$ cat src/rtl/ddr3_write_arbiter.sv
// Two-master round-robin arbiter for the shared DDR3 upstream write port.
// Grant is held from the address handshake through the final data beat; LAST is forced at the expected beat.
module ddr3_write_arbiter #(
    parameter int ADDR_W = 28,
    parameter int LEN_W  = 8,
    parameter int DATA_W = 32
) (
    input  logic                  clk,
    input  logic                  rstn,
    input  logic [ADDR_W-1:0]     M0_WR_ADDR,
    input  logic [LEN_W-1:0]      M0_WR_LEN,
    input  logic [3:0]            M0_WR_ID,
    input  logic                  M0_WR_ADDR_VALID,
    output logic                  M0_WR_ADDR_READY,
    input  logic [DATA_W-1:0]     M0_WR_DATA,
    input  logic [DATA_W/8-1:0]   M0_WR_STRB,
    input  logic                  M0_WR_DATA_VALID,
    input  logic                  M0_WR_DATA_LAST,
    output logic                  M0_WR_DATA_READY,
    output logic [3:0]            M0_WR_BACK_ID,
    input  logic [ADDR_W-1:0]     M1_WR_ADDR,
    input  logic [LEN_W-1:0]      M1_WR_LEN,
    input  logic [3:0]            M1_WR_ID,
    input  logic                  M1_WR_ADDR_VALID,
    output logic                  M1_WR_ADDR_READY,
    input  logic [DATA_W-1:0]     M1_WR_DATA,
    input  logic [DATA_W/8-1:0]   M1_WR_STRB,
    input  logic                  M1_WR_DATA_VALID,
    input  logic                  M1_WR_DATA_LAST,
    output logic                  M1_WR_DATA_READY,
    output logic [3:0]            M1_WR_BACK_ID,
    output logic [ADDR_W-1:0]     WR_ADDR,
    output logic [LEN_W-1:0]      WR_LEN,
    output logic [3:0]            WR_ID,
    output logic                  WR_ADDR_VALID,
    input  logic                  WR_ADDR_READY,
    output logic [DATA_W-1:0]     WR_DATA,
    output logic [DATA_W/8-1:0]   WR_STRB,
    output logic                  WR_DATA_VALID,
    output logic                  WR_DATA_LAST,
    input  logic                  WR_DATA_READY,
    input  logic [3:0]            WR_BACK_ID,
    output logic [1:0]            GRANT,
    output logic                  LEN_ERR
);

    typedef enum logic [1:0] {
        ST_IDLE = 2'd0,
        ST_ADDR = 2'd1,
        ST_DATA = 2'd2,
        ST_DONE = 2'd3
    } state_t;

    state_t             state_r, state_nxt_s;
    logic [1:0]         grant_r, grant_nxt_s;
    logic               ptr_r, ptr_nxt_s;
    logic [LEN_W-1:0]   cnt_r, cnt_nxt_s;
    logic               len_err_r, len_err_nxt_s;
    logic [3:0]         back_id0_r, back_id1_r;
    logic               sel1_s;
    logic               sel_addr_valid_s;
    logic               sel_data_valid_s;
    logic               sel_last_s;
    logic [LEN_W-1:0]   sel_len_s;
    logic               cnt_zero_s;
    logic               force_last_s;
    logic               addr_ready_s;
    logic               data_ready_s;

    // ptr_r high means M1 wins the next tie; payload fields follow the owner, valids are gated by state.
    assign sel1_s           = grant_r[1];
    assign sel_addr_valid_s = sel1_s ? M1_WR_ADDR_VALID : M0_WR_ADDR_VALID;
    assign sel_data_valid_s = sel1_s ? M1_WR_DATA_VALID : M0_WR_DATA_VALID;
    assign sel_last_s       = sel1_s ? M1_WR_DATA_LAST  : M0_WR_DATA_LAST;
    assign sel_len_s        = sel1_s ? M1_WR_LEN        : M0_WR_LEN;
    assign cnt_zero_s       = (cnt_r == {LEN_W{1'b0}});
    assign force_last_s     = sel_last_s | cnt_zero_s;

    assign WR_ADDR = sel1_s ? M1_WR_ADDR : M0_WR_ADDR;
    assign WR_LEN  = sel_len_s;
    assign WR_ID   = sel1_s ? M1_WR_ID   : M0_WR_ID;
    assign WR_DATA = sel1_s ? M1_WR_DATA : M0_WR_DATA;
    assign WR_STRB = sel1_s ? M1_WR_STRB : M0_WR_STRB;

    assign M0_WR_ADDR_READY = addr_ready_s & grant_r[0];
    assign M1_WR_ADDR_READY = addr_ready_s & grant_r[1];
    assign M0_WR_DATA_READY = data_ready_s & grant_r[0];
    assign M1_WR_DATA_READY = data_ready_s & grant_r[1];
    assign M0_WR_BACK_ID    = grant_r[0] ? WR_BACK_ID : back_id0_r;
    assign M1_WR_BACK_ID    = grant_r[1] ? WR_BACK_ID : back_id1_r;
    assign GRANT            = grant_r;
    assign LEN_ERR          = len_err_r;

    // Next-state, grant, pointer and beat-counter decisions plus channel handshake gating.
    always_comb begin
        state_nxt_s   = state_r;
        grant_nxt_s   = grant_r;
        ptr_nxt_s     = ptr_r;
        cnt_nxt_s     = cnt_r;
        len_err_nxt_s = 1'b0;
        WR_ADDR_VALID = 1'b0;
        WR_DATA_VALID = 1'b0;
        WR_DATA_LAST  = 1'b0;
        addr_ready_s  = 1'b0;
        data_ready_s  = 1'b0;
        case (state_r)
            ST_IDLE: begin
                if (M0_WR_ADDR_VALID && (!M1_WR_ADDR_VALID || !ptr_r)) begin
                    grant_nxt_s = 2'b01;
                    state_nxt_s = ST_ADDR;
                end else if (M1_WR_ADDR_VALID) begin
                    grant_nxt_s = 2'b10;
                    state_nxt_s = ST_ADDR;
                end else begin
                    grant_nxt_s = 2'b00;
                    state_nxt_s = ST_IDLE;
                end
            end
            ST_ADDR: begin
                WR_ADDR_VALID = sel_addr_valid_s;
                addr_ready_s  = WR_ADDR_READY;
                if (sel_addr_valid_s && WR_ADDR_READY) begin
                    cnt_nxt_s   = sel_len_s;
                    state_nxt_s = ST_DATA;
                end else begin
                    state_nxt_s = ST_ADDR;
                end
            end
            ST_DATA: begin
                WR_DATA_VALID = sel_data_valid_s;
                WR_DATA_LAST  = force_last_s;
                data_ready_s  = WR_DATA_READY;
                if (sel_data_valid_s && WR_DATA_READY) begin
                    if (force_last_s) begin
                        len_err_nxt_s = (sel_last_s != cnt_zero_s);
                        state_nxt_s   = ST_DONE;
                    end else begin
                        cnt_nxt_s = cnt_r - {{(LEN_W-1){1'b0}}, 1'b1};
                    end
                end else begin
                    state_nxt_s = ST_DATA;
                end
            end
            ST_DONE: begin
                ptr_nxt_s   = grant_r[0];
                grant_nxt_s = 2'b00;
                state_nxt_s = ST_IDLE;
            end
            default: begin
                grant_nxt_s = 2'b00;
                state_nxt_s = ST_IDLE;
            end
        endcase
    end

    // Arbiter state, grant, round-robin pointer, beat counter and error pulse registers.
    always_ff @(posedge clk or negedge rstn) begin
        if (!rstn) begin
            state_r   <= ST_IDLE;
            grant_r   <= 2'b00;
            ptr_r     <= 1'b0;
            cnt_r     <= {LEN_W{1'b0}};
            len_err_r <= 1'b0;
        end else begin
            state_r   <= state_nxt_s;
            grant_r   <= grant_nxt_s;
            ptr_r     <= ptr_nxt_s;
            cnt_r     <= cnt_nxt_s;
            len_err_r <= len_err_nxt_s;
        end
    end

    // Per-master write-back ID hold, refreshed only while that master owns the port.
    always_ff @(posedge clk or negedge rstn) begin
        if (!rstn) begin
            back_id0_r <= 4'd0;
            back_id1_r <= 4'd0;
        end else begin
            if (grant_r[0]) begin
                back_id0_r <= WR_BACK_ID;
            end
            if (grant_r[1]) begin
                back_id1_r <= WR_BACK_ID;
            end
        end
    end

endmodule

$ cat config.mk
export PLATFORM = sky130hd
export DESIGN_NAME = ddr3_write_arbiter
export DESIGN_NICKNAME = d
export VERILOG_FILES = /design/src/rtl/ddr3_write_arbiter.sv
export SDC_FILE = /design/constraint.sdc
export NUM_CORES = 1
export LEC_CHECK = 0
export ABC_AREA = 1
export CAP_MARGIN = 15
export CORE_AREA = 2 2 102 104
export DETAILED_ROUTE_END_ITERATION = 16
export DIE_AREA = 0 0 104 106
export PLACE_DENSITY = 0.79
export SLEW_MARGIN = 20
export SYNTH_ARGS = -nofsm -noshare
export SYNTH_HDL_FRONTEND = slang
export SYNTH_SLANG_ARGS = --single-unit
$ cat constraint.sdc
create_clock -name clk -period 2.5 [get_ports clk]
set_input_delay 0.25 -clock clk [delete_from_list [all_inputs] [get_ports clk]]
set_output_delay 0.25 -clock clk [all_outputs]
set_load 0.02 [all_outputs]
== After elaboration in Yosys (flattened, before gate mapping) ==
Cells that the tools add are included.

* Register bits after elaboration: 22
* Input port bits: 166
* Output and inout bits: 94

* $add $sub $neg: 1
* Eq/ne operators: 8
* Mux-type cells: 31
* Bitwise gates (word level): 5
* Reduce and logical (&&, ||, !) cells: 11

{| class="wikitable"
|+ Operators with widths
! cell !! number
|-
| $mux W32 || 1
|-
| $mux W8 || 4
|-
| $mux W28 || 1
|-
| $mux W4 || 4
|-
| $pmux W8 S2 || 1
|-
| $mux W1 || 13
|-
| $mux W2 || 5
|-
| $logic_not A8 Y1 || 1
|-
| $pmux W2 S4 || 1
|-
| $sub A8 B1 Y8 const B || 1
|-
| $ne A2 B2 Y1 const B || 3
|-
| $and A1 B1 Y1 || 4
|-
| $eq A2 B2 Y1 const B || 2
|-
| $pmux W2 S2 || 1
|-
| $reduce_and A4 Y1 || 1
|-
| $reduce_bool A2 Y1 || 2
|-
| $logic_and A1 B1 Y1 || 3
|-
| $ne A3 B3 Y1 const B || 1
|-
| $eq A2 B1 Y1 const B || 1
|-
| $logic_not A1 Y1 || 2
|-
| $logic_not A2 Y1 || 1
|-
| $logic_or A1 B1 Y1 || 1
|-
| $ne A1 B1 Y1 || 1
|-
| $or A1 B1 Y1 || 1
|}

== Logic depth before layout (Yosys ltp) ==
Gate-level depths: netlist (run 1).

* Depth after elaboration: 5
* Mapped depth: 12
* Depth with buffers taken out: 11

== Least setup slack after synthesis (run 1) ==
No wires, ideal clock.

* Path type: reg-to-reg
* Start: register grant_r[1] (netlist: GRANT[1])
* End: register cnt_r[7]
* Library setup time: 0.117 ns
* Arrival time: 1.937 ns
* Data required time: 2.383 ns
* Path slack: 0.446 ns
* Cell stages (with the launch flop): 12
* Buffers on the path: 3
* Period minus slack after synthesis: 2.054 ns
* Cell sequence: dfrtp_1 buf_2 buf_2 mux2i_1 ha_1 nor2_2 inv_1 nand2_1 nor2_4 buf_6 nand3_1 nand2_1

* Word-level cells in the longest chain between the ends: 4
* Elaborated cells on any way between the ends: 13
* Classes of those cells: eq/ne: 3; mux: 6; bitwise: 1; reduce/logical: 3

{| class="wikitable"
|+ RTL lines
! item !! RTL line !! RTL
|-
| start: declaration || 55 || <nowiki>logic [1:0] grant_r, grant_nxt_s;</nowiki>
|-
| start signal: assignment || 166 || <nowiki>grant_r <= grant_nxt_s;</nowiki>
|-
| $mux W1, on equally long branches || 74, 72, 73 ||
|-
| $or A1 B1 Y1, or another cell as far along || 77 || <nowiki>assign force_last_s = sel_last_s | cnt_zero_s;</nowiki>
|-
| $ne A2 B2 Y1 (no line) || - ||
|-
| $reduce_and A4 Y1 (no line) || - ||
|-
| end signal: assignment || 162 || <nowiki>cnt_r <= {LEN_W{1'b0}};</nowiki>
|-
| end signal: assignment || 168 || <nowiki>cnt_r <= cnt_nxt_s;</nowiki>
|-
| end: declaration || 57 || <nowiki>logic [LEN_W-1:0] cnt_r, cnt_nxt_s;</nowiki>
|}

Parallel ways exist; a longest one is shown, timed or not. The select of a mux whose other input is x is not followed.
A chain may end at the register's enable or synchronous reset.

== Final worst setup path (run 1) ==
* Start: register grant_r[1] (netlist: GRANT[1])
* End: output M1_WR_BACK_ID[3]

* Word-level cells in the longest chain between the ends: 1

{| class="wikitable"
|+ RTL lines
! item !! RTL line !! RTL
|-
| $mux W4 || - ||
|-
| end: declaration || 31 || <nowiki>output logic [3:0] M1_WR_BACK_ID,</nowiki>
|}

Every way passes these cells.

==> flow_summary.json, run 1 <==
{
  "yosys.area_share.simple_pct": 56.72,
  "fin_skew_ns": 0.008960,
  "cts_setup_buffers": 0,
  "layout_commonest_cell": "nand2_1",
  "fin_tns_setup_ns": 0,
  "cts_tree": "built",
  "drv_cap": 0,
  "place.gp.congestion": 0.8789,
  "syn_avg_cell_area_um2": 5.337,
  "io_pins": 260,
  "synth_seq_cells": 22,
  "rsz0062_at_grt": "false",
  "fp.dieH_um": 106,
  "worstPathMaxFanout": 36,
  "syn_inst": 429,
  "synth_compound_area_share_pct": 4.973,
  "synthAdderAreaFrac_pct": 3.825,
  "placed_area_um2": 4996,
  "arrival_ns": 2.10,
  "wl_um": 10810,
  "drv_slew": 0,
  "start_util_pct": 22.90,
  "die-area_um2": 11020,
  "crit_path_start_kind": "register",
  "status": "finished clean",
  "grt_pass1_vias": 3517,
  "vias": 3555,
  "highest_layer": "met4",
  "path_clk_slew_ns": 0.09,
  "slew_headroom_pct": 76.08,
  "syn2layout_area_growth_pct": 120.7,
  "m1WireLength_um": 4428,
  "rows": 37,
  "antenna_found_initial": 0,
  "finalInstanceArea_um2": 5054,
  "syn_nets": 602,
  "grt_pass1_wl_um": 17120,
  "stdcell_count": 812,
  "ys_seq_area_share_pct": 24.04,
  "cts-root-buf": "clkbuf_8",
  "grt_max_degree": 86,
  "cp.required_ns": 2.25,
  "dieWidth_um": 104,
  "path_class": "register to primary output",
  "powerDensity_nw_per_um2": 901.3,
  "htreeDepth": 1,
  "fin_nets": 850,
  "static-leakage-power_nw": 2.454,
  "clk_latency_ns": 0.27,
  "cts_buffer_depth": 2,
  "gr-total-overflow": 0,
  "first_pass_iters": 4,
  "hold_violations": 0,
  "fin_crit_ns": 2.349,
  "synth_warnings": 0,
  "cp-end-kind": "primary output",
  "post-route-period-util_pct": 93.95,
  "diodes": 0,
  "clkSinkCount": 22,
  "clock.fmax_mhz": 425.7,
  "numCtsBuffers": 3,
  "drc": 0,
  "worst_slew_pin_slew_ns": 0.3588,
  "wl_per_cell_um": 13.31,
  "muxShareOfSynthArea_pct": 0.4372,
  "track_usage_pct": 18.58,
  "vias_per_cell": 4.378,
  "max-vdd-ir-drop_v": 0.0005860,
  "hold_class": "input port to async pin",
  "synthXorXnorAreaFrac_pct": 0,
  "layout_common_cells": "290 x nand2_1, 256 x clkdlybuf4s50_1, 24 x inv_1, 21 x dfrtp_1, 17 x nand3_1",
  "yosys.cell_types.count": 27,
  "met2_length_um": 5264,
  "synth_top_family_by_area": "simple AND/OR/NAND/NOR gates",
  "fin_ws_ns": 0.1512,
  "setup_viol": 0,
  "pre_cts_slack_ns": 0.4329,
  "ant_nets": 0,
  "drtIter0Drc": 216,
  "port_buffers": 259,
  "synth_area_um2": 2290,
  "drive_above_1_share_pct": 2.959,
  "routed-wl-met3_um": 940,
  "dp_hpwl_um": 8651,
  "postLayoutCoreUtil_pct": 50.54,
  "placed_cells": 808,
  "core_region_area_um2": 10000
}
routing by layer:
metal  vias to the layer above  global-route usage [%]
li1                       1787                       -
met1                      1599                   23.27
met2                       157                   32.80
met3                        12                   4.108
met4                         0                   3.861
met5                         -                       0
layout make-up:
type,instances,area (um2)
repair buffers,264,2665
clock buffers,4,55.05
fillers,969,4946
well taps,136,170.2
flip-flops and latches,22,551.8
multi-input cells,359,1510
inverters,27,101.3
synth_stat cells (all sizes together):
cell	instances	area (um2)
dfrtp	22	550.5
o22ai	1	6.260
nor2	11	51.30
ha	7	87.58
a21oi	1	5.000
o21ai	16	80.07
nand3	18	95.09
inv	27	101.4
mux2i	1	10.01
o211ai	1	7.510
or2	3	18.77
clkbuf	3	11.26
buf	18	116.4
nand4	3	18.77
o21a	2	15.01
nor3	4	20.02
nand2	291	1095
critical path, stage by stage, from the launching register on:
cell	delay (ns)
dfrtp_2	0.44
inv_2	0.21
buf_4	0.38
nand2_1	0.09
nand2_1	0.09
clkdlybuf4s50_1	0.61
registers in the layout (all words and copies together) (netlist names), named ones only:
signal      flops
back_id1_r      4
cnt_r           8
LEN_ERR         1
back_id0_r      4
state_r         1
GRANT           2
ptr_r           1
stage by stage:
| step | power, mW | hold slack, ns |
|---|---|---|
| final | 4.555 | 0.3251 |
| after global routing | 4.929 | 0.3543 |
| after CTS | 4.592 | 0.3356 |
| after detailed placement | 4.295 | 0.4613 |
| after global placement | 4.245 | 0.4502 |
| after floorplan | 2.677 | -0.04559 |
logic make-up (layout without fill, tap and decap cells):
family	after synthesis	count (layout)
fa+ha+maj	7	7
flops	22	22
simple gates	330	330
mux	1	1
buf+inv	48	295
compound gates	21	21
report_power, final:
group | switching [mW] | internal [mW] | total, mW
Clock | 0.121 | 0.141 | 0.262
Sequential | 0.108 | 0.526 | 0.633
Combinational | 2.08 | 1.58 | 3.66
Total | 2.30 | 2.25 | 4.55
final timing paths:
kind                                              start                 endpoint  slack [ns]  depth (start not counted)
worst min-delay path                               rstn  back_id0_r[0]$_DFF_PN0_        0.33                          2
worst min register to register  back_id1_r[1]$_DFF_PN0_  back_id1_r[1]$_DFF_PN0_        0.48                          2
min in group clk                back_id1_r[1]$_DFF_PN0_  back_id1_r[1]$_DFF_PN0_        0.48                          2
worst max register to register     GRANT[1]$_DFFE_PN0P_     cnt_r[3]$_DFFE_PN0P_        0.52                          9
max in group asynchronous                          rstn     GRANT[1]$_DFFE_PN0P_        1.93                          2
worst max-delay path               GRANT[1]$_DFFE_PN0P_         M1_WR_BACK_ID[3]        0.15                          5
repair_timing:
| item | 4_1_cts | 5_1_grt |
|---|---|---|
| setup endpoints to repair | 0 | 1 |
| hold buffers | 0 | 0 |
| gates resized for setup | 0 | 1 |
No activity file was read; power rests on OpenSTA's default activity.
==> inputs of run 2 (changes only) <==
Settings changed: ABC_AREA 1 to default, CORE_AREA 2 2 102 104 to 2 2 101 103, DIE_AREA 0 0 104 106 to 0 0 103 105, GPL_TIMING_DRIVEN from default to 0.
==> flow_summary.json, run 2 <==
{
  "drv_cap": 0,
  "stdcell_count": 611,
  "htreeDepth": 1,
  "worst_slew_pin_slew_ns": 0.5196,
  "synth_commonest_cells": "87 x mux2_2, 22 x dfrtp_1, 8 x and3_1, 8 x inv_1, 8 x nand2_1",
  "syn_inst": 215,
  "fin_skew_ns": 0.006111,
  "port_buffers": 259,
  "gr-total-overflow": 0,
  "r2r_slack_ns": 0.08,
  "static-leakage-power_nw": 2.030,
  "layout_common_cells": "255 x clkdlybuf4s50_1, 87 x mux2_2, 21 x dfrtp_1, 8 x inv_1, 8 x nand2_1",
  "cp-end-kind": "register",
  "clock.fmax_mhz": 413.2,
  "ant_nets": 0,
  "clk_latency_ns": 0.27,
  "cp_num_buf_inv": 4,
  "r2r_start": "GRANT[1]$_DFFE_PN0P_",
  "layout_commonest_cell": "clkdlybuf4s50_1",
  "status": "finished clean",
  "io_pins": 260,
  "start_util_pct": 23.09,
  "vias_per_cell": 4.489,
  "hold_class": "input port to async pin",
  "fin_crit_ns": 2.420,
  "synth_area_um2": 2226,
  "synth_top_area_share_pct": 44.01,
  "regMostFlops": "cnt_r",
  "core_region_area_um2": 9639,
  "timing.rr.end": "cnt_r[3]$_DFFE_PN0P_",
  "slew_headroom_pct": 65.36,
  "synth_warnings": 0,
  "place.gp.congestion": 0.8847,
  "slowest_delay_ns": 0.39,
  "wl_um": 11350,
  "largest_reg_flops": 8,
  "grt_pass1_vias": 2913,
  "async_reset_ff_share_pct": 100.0,
  "finalInstanceArea_um2": 5130,
  "post-route-period-util_pct": 96.81,
  "synth_edf_count": 0,
  "powerDensity_nw_per_um2": 817.6,
  "multi_input_area_um2": 1592,
  "fin_nets": 652,
  "top_regs": "cnt_r (8), back_id0_r (4), back_id1_r (4)",
  "dieWidth_um": 103,
  "path_clk_slew_ns": 0.09,
  "n_fill_cell": 865,
  "max-vdd-ir-drop_v": 0.0003844,
  "synth_area_leaders": "mux2_2 44%, dfrtp_1 25%, ha_1 3.9%",
  "wl_per_cell_um": 18.57,
  "hold_violations": 0,
  "clkSinkCount": 22,
  "track_usage_pct": 19.18,
  "yosys.cell_types.count": 37,
  "ys.flop_type": "dfrtp_1",
  "cts-root-buf": "clkbuf_8",
  "grt_pass1_wl_um": 16020,
  "vias": 2743,
  "dp_hpwl_um": 9476,
  "antenna_found_initial": 0,
  "drv_slew": 0,
  "cp.required_ns": 2.66,
  "crit_chain": "buf_12, buf_8, buf_8, mux2i_4, ha_4, and3_4, a21oi_2, or2_1, buf_6, a221o_1",
  "setup_viol": 0,
  "ys_seq_area_share_pct": 24.73,
  "crit_path_start_kind": "register",
  "first_pass_iters": 4,
  "crit_slowest_cell": "dfrtp_2",
  "p_total_mw": 4.194,
  "placed_area_um2": 4994,
  "pre_cts_slack_ns": -0.3489,
  "cp_common_cell": "buf_8",
  "syn_avg_cell_area_um2": 10.35,
  "seq_area_um2": 551.8,
  "placed_cells": 607,
  "synth_top_area_cell": "mux2_2",
  "drc": 0,
  "cts_tree": "built",
  "postLayoutCoreUtil_pct": 53.22,
  "cts_buffer_depth": 2,
  "worstPathMaxFanout": 15,
  "fp.dieH_um": 105,
  "cp_top_family": "buffers and inverters",
  "numCtsBuffers": 3,
  "grt_max_degree": 23,
  "path_class": "register to register",
  "syn2layout_area_growth_pct": 130.5,
  "fin_ws_ns": 0.07984,
  "yosysMostFrequentCell": "mux2_2",
  "syn_nets": 388,
  "synth_seq_cells": 22,
  "drtIter0Drc": 102,
  "drive_above_1_share_pct": 23.43,
  "rows": 36,
  "arrival_ns": 2.58,
  "diodes": 0,
  "die-area_um2": 10820,
  "worst-r2r-cell-count": 10
}
## run 2: changes by cell type after synthesis, sizes merged, moves of 5 or more
cell	delta
buf	-5
inv	-19
nand2	-283
o21ai	-11
mux2	+87
mux2i	+5
and3	+8
nand3	-16
## run 2: per-layer routing
metal	vias up	track usage [%]	share of wire (%)
li1	1325	-	-
met1	1274	21.70	38
met2	127	35.53	52
met3	17	4.281	7.7
met4	0	4.699	1.8
met5	-	0	0
## run 2: worst register-to-register path, stage by stage, from the launching register on
cell	delay [ns]
dfrtp_2	0.39
buf_12	0.16
buf_8	0.15
buf_8	0.15
mux2i_4	0.27
ha_4	0.17
and3_4	0.21
a21oi_2	0.11
or2_1	0.23
buf_6	0.13
a221o_1	0.33
## run 2: worst max-delay path by stage
stage                              start              endpoint  slack [ns]  cells after the start
global route        GRANT[1]$_DFFE_PN0P_  cnt_r[3]$_DFFE_PN0P_      -0.002                     10
CTS                 GRANT[1]$_DFFE_PN0P_  cnt_r[3]$_DFFE_PN0P_        0.01                     10
global placement    GRANT[1]$_DFFE_PN0P_  cnt_r[3]$_DFFE_PN0P_       -0.30                     11
finish              GRANT[1]$_DFFE_PN0P_  cnt_r[3]$_DFFE_PN0P_        0.08                     10
detailed placement  GRANT[1]$_DFFE_PN0P_  cnt_r[3]$_DFFE_PN0P_       -0.35                     11
floorplan           GRANT[1]$_DFFE_PN0P_  cnt_r[3]$_DFFE_PN0P_        0.02                     11
## run 2: cells by family after synthesis
family,synth area share (%)
mux,46.71
simple gates,11.13
compound gates,8.207
buf+inv,5.284
flops,24.73
fa+ha+maj,3.935
## run 2: cell type report
cell class,count,share of cell area [%]
clock inverter,1,0.5854
buffer,14,2.366
sequential,22,10.76
clock buffer,3,0.8049
multi-input combinational,170,31.02
tap,133,3.244
timing repair buffer,260,50.63
inverter,8,0.5854
## run 2: where the power goes
part	internal, mW	total [mW]	switching [mW]
sequential	0.520	0.641	0.122
clock	0.214	0.336	0.123
combinational	1.70	3.22	1.52
total	2.43	4.19	1.76
## run 2: stage by stage
stage                     hold WS, ns  setup TNS (ns)
after floorplan              -0.04559               0
after global placement         0.4805          -1.325
final                          0.4877               0
after CTS                      0.5096               0
after global routing           0.5246       -0.001883
after detailed placement       0.4893          -1.812
## run 2: what timing repair did
action                     CTS  global route
setup buffers                0             0
setup endpoints to repair   77            33
hold buffers                 0             1
gates resized for setup     11            13
pin swaps                    0             1
hold endpoints to repair     0            22
==> inputs of run 3 (changes only) <==
Settings changed: CAP_MARGIN 15 to 40.
Clock period 2.5 ns to 2.8 ns, I/O delays scaled along.
==> flow_summary.json, run 3 (synthesis results as in run 2) <==
{
  "status": "finished clean",
  "path_clk_slew_ns": 0.08,
  "crit_slowest_cell": "clkdlybuf4s50_1",
  "largest_reg_flops": 8,
  "htreeDepth": 1,
  "powerDensity_nw_per_um2": 712.8,
  "r2r_slack_ns": 0.20,
  "slowest_delay_ns": 0.64,
  "grt_pass1_wl_um": 16500,
  "arrival_ns": 2.36,
  "post-route-period-util_pct": 94.30,
  "antenna_found_initial": 2,
  "slew_headroom_pct": 63.70,
  "path_class": "register to primary output",
  "dieWidth_um": 103,
  "fin_crit_ns": 2.640,
  "track_usage_pct": 20.12,
  "clk_latency_ns": 0.26,
  "top_regs": "cnt_r (8), back_id0_r (4), back_id1_r (4)",
  "drtIter0Drc": 138,
  "wl_um": 11660,
  "dp_hpwl_um": 10120,
  "cts_tree": "built",
  "numCtsBuffers": 3,
  "fin_ws_ns": 0.1595,
  "static-leakage-power_nw": 1.993,
  "p_total_mw": 3.614,
  "start_util_pct": 23.09,
  "crit_chain": "buf_8, buf_4, buf_2, mux2_2, clkdlybuf4s50_1",
  "cp-end-kind": "primary output",
  "n_fill_cell": 881,
  "worst-r2r-cell-count": 10,
  "vias_per_cell": 4.579,
  "drv_slew": 0,
  "ant_nets": 0,
  "pre_cts_slack_ns": -0.2174,
  "clock.fmax_mhz": 378.7,
  "io_pins": 260,
  "cts_buffer_depth": 2,
  "drc": 0,
  "cp-endpoint": "WR_DATA[21]",
  "cts-root-buf": "clkbuf_8",
  "hold_class": "input port to async pin",
  "r2r_start": "GRANT[1]$_DFFE_PN0P_",
  "place.gp.congestion": 0.9452,
  "critPathLaunch": "GRANT[1]$_DFFE_PN0P_",
  "drive_above_1_share_pct": 21.76,
  "timing.rr.end": "cnt_r[3]$_DFFE_PN0P_",
  "port_buffers": 259,
  "setup_viol": 0,
  "rows": 36,
  "wl_per_cell_um": 19.02,
  "fp.dieH_um": 105,
  "die-area_um2": 10820,
  "layout_commonest_cell": "clkdlybuf4s50_1",
  "first_pass_iters": 4,
  "worstPathMaxFanout": 15,
  "syn2layout_area_growth_pct": 127.8,
  "grt_pass1_vias": 2949,
  "regMostFlops": "cnt_r",
  "drv_cap": 0,
  "clkSinkCount": 22,
  "cts_hold_buf": 0,
  "gr-total-overflow": 0,
  "fin_skew_ns": 0.002328,
  "crit_path_start_kind": "register",
  "cp.required_ns": 2.52,
  "vias": 2807,
  "core_region_area_um2": 9639,
  "fin_nets": 652,
  "worst_slew_pin_slew_ns": 0.5428,
  "layout_common_cells": "258 x clkdlybuf4s50_1, 87 x mux2_2, 22 x dfrtp_1",
  "rsz0062_at_grt": "false",
  "hold_violations": 0,
  "max-vdd-ir-drop_v": 0.0003264,
  "grt_max_degree": 16
}
==> run 3: cell count changes in the layout (fill, tap and decap cells not counted), sizes merged <==
| cell | delta |
|---|---|
| buf | +3 |
| clkbuf | -3 |
| diode | +2 |
| clkdlybuf4s50 | +3 |
| bufinv | -1 |
| dlygate4sd3 | -1 |
| dlymetal6s2s | -2 |
| dlygate4sd2 | +1 |
==> run 3: cell type report <==
cell class	instances	area [um2]	share of cell area, %
Antenna cell	2	5.005	0.09872
Buffer	14	91.34	1.802
Clock buffer	4	55.05	1.086
Inverter	8	30.03	0.5923
Multi-Input combinational cell	170	1565	30.87
Sequential cell	22	550.5	10.86
Tap cell	133	166.4	3.282
Timing Repair Buffer	260	2606	51.41
==> run 3: repair_timing <==
| item | 4_1_cts | 5_1_grt |
|---|---|---|
| gates cloned | 0 | 0 |
| resized for setup | 2 | 5 |
| setup buffers | 0 | 0 |
| setup endpoints to repair | 44 | 4 |
| pin swaps | 0 | 0 |
==> run 3: per-stage QoR <==
stage	TNS [ns]	cell area, um2	util (%)	hold WS (ns)	std cells
floorplan	0	2226	-	-0.01559	215
finish	0	5070	52.60	0.3653	613
global route	0	5065	52.54	0.4116	611
global placement	-0.7341	4985	51.71	0.4788	607
detailed placement	-0.7637	5000	51.87	0.4862	608
CTS	0	5051	52.40	0.3785	611
==> run 3: worst min-delay path by stage <==
stage,startpoint,to,cells after the start
finish,rstn,back_id1_r[0]$_DFF_PN0_,1
floorplan,rstn,GRANT[0]$_DFFE_PN0P_,0
global route,rstn,back_id0_r[0]$_DFF_PN0_,1
CTS,rstn,back_id1_r[0]$_DFF_PN0_,1
detailed placement,back_id1_r[0]$_DFF_PN0_,back_id1_r[0]$_DFF_PN0_,1
global placement,back_id1_r[0]$_DFF_PN0_,back_id1_r[0]$_DFF_PN0_,1
==> run 3: critical path, delay by kind of cell (launching register included) <==
family / cells / cell delay (ns)
buf+inv: 4 / 1.33
flops: 1 / 0.38
mux: 1 / 0.38
==> run 3: per-layer routing <==
layer / vias to the layer above / GRT usage [%] / share of wire, %
li1: 1321 / - / -
met1: 1302 / 23.72 / 37
met2: 156 / 34.60 / 48
met3: 26 / 5.686 / 13
met4: 2 / 6.485 / 2.6
met5: - / 0 / 0.11
==> run 3: where the power goes <==
part           internal (mW)  switching (mW)
Combinational           1.48            1.35
Clock                  0.125           0.104
Sequential             0.463          0.0940
Total                   2.07            1.55
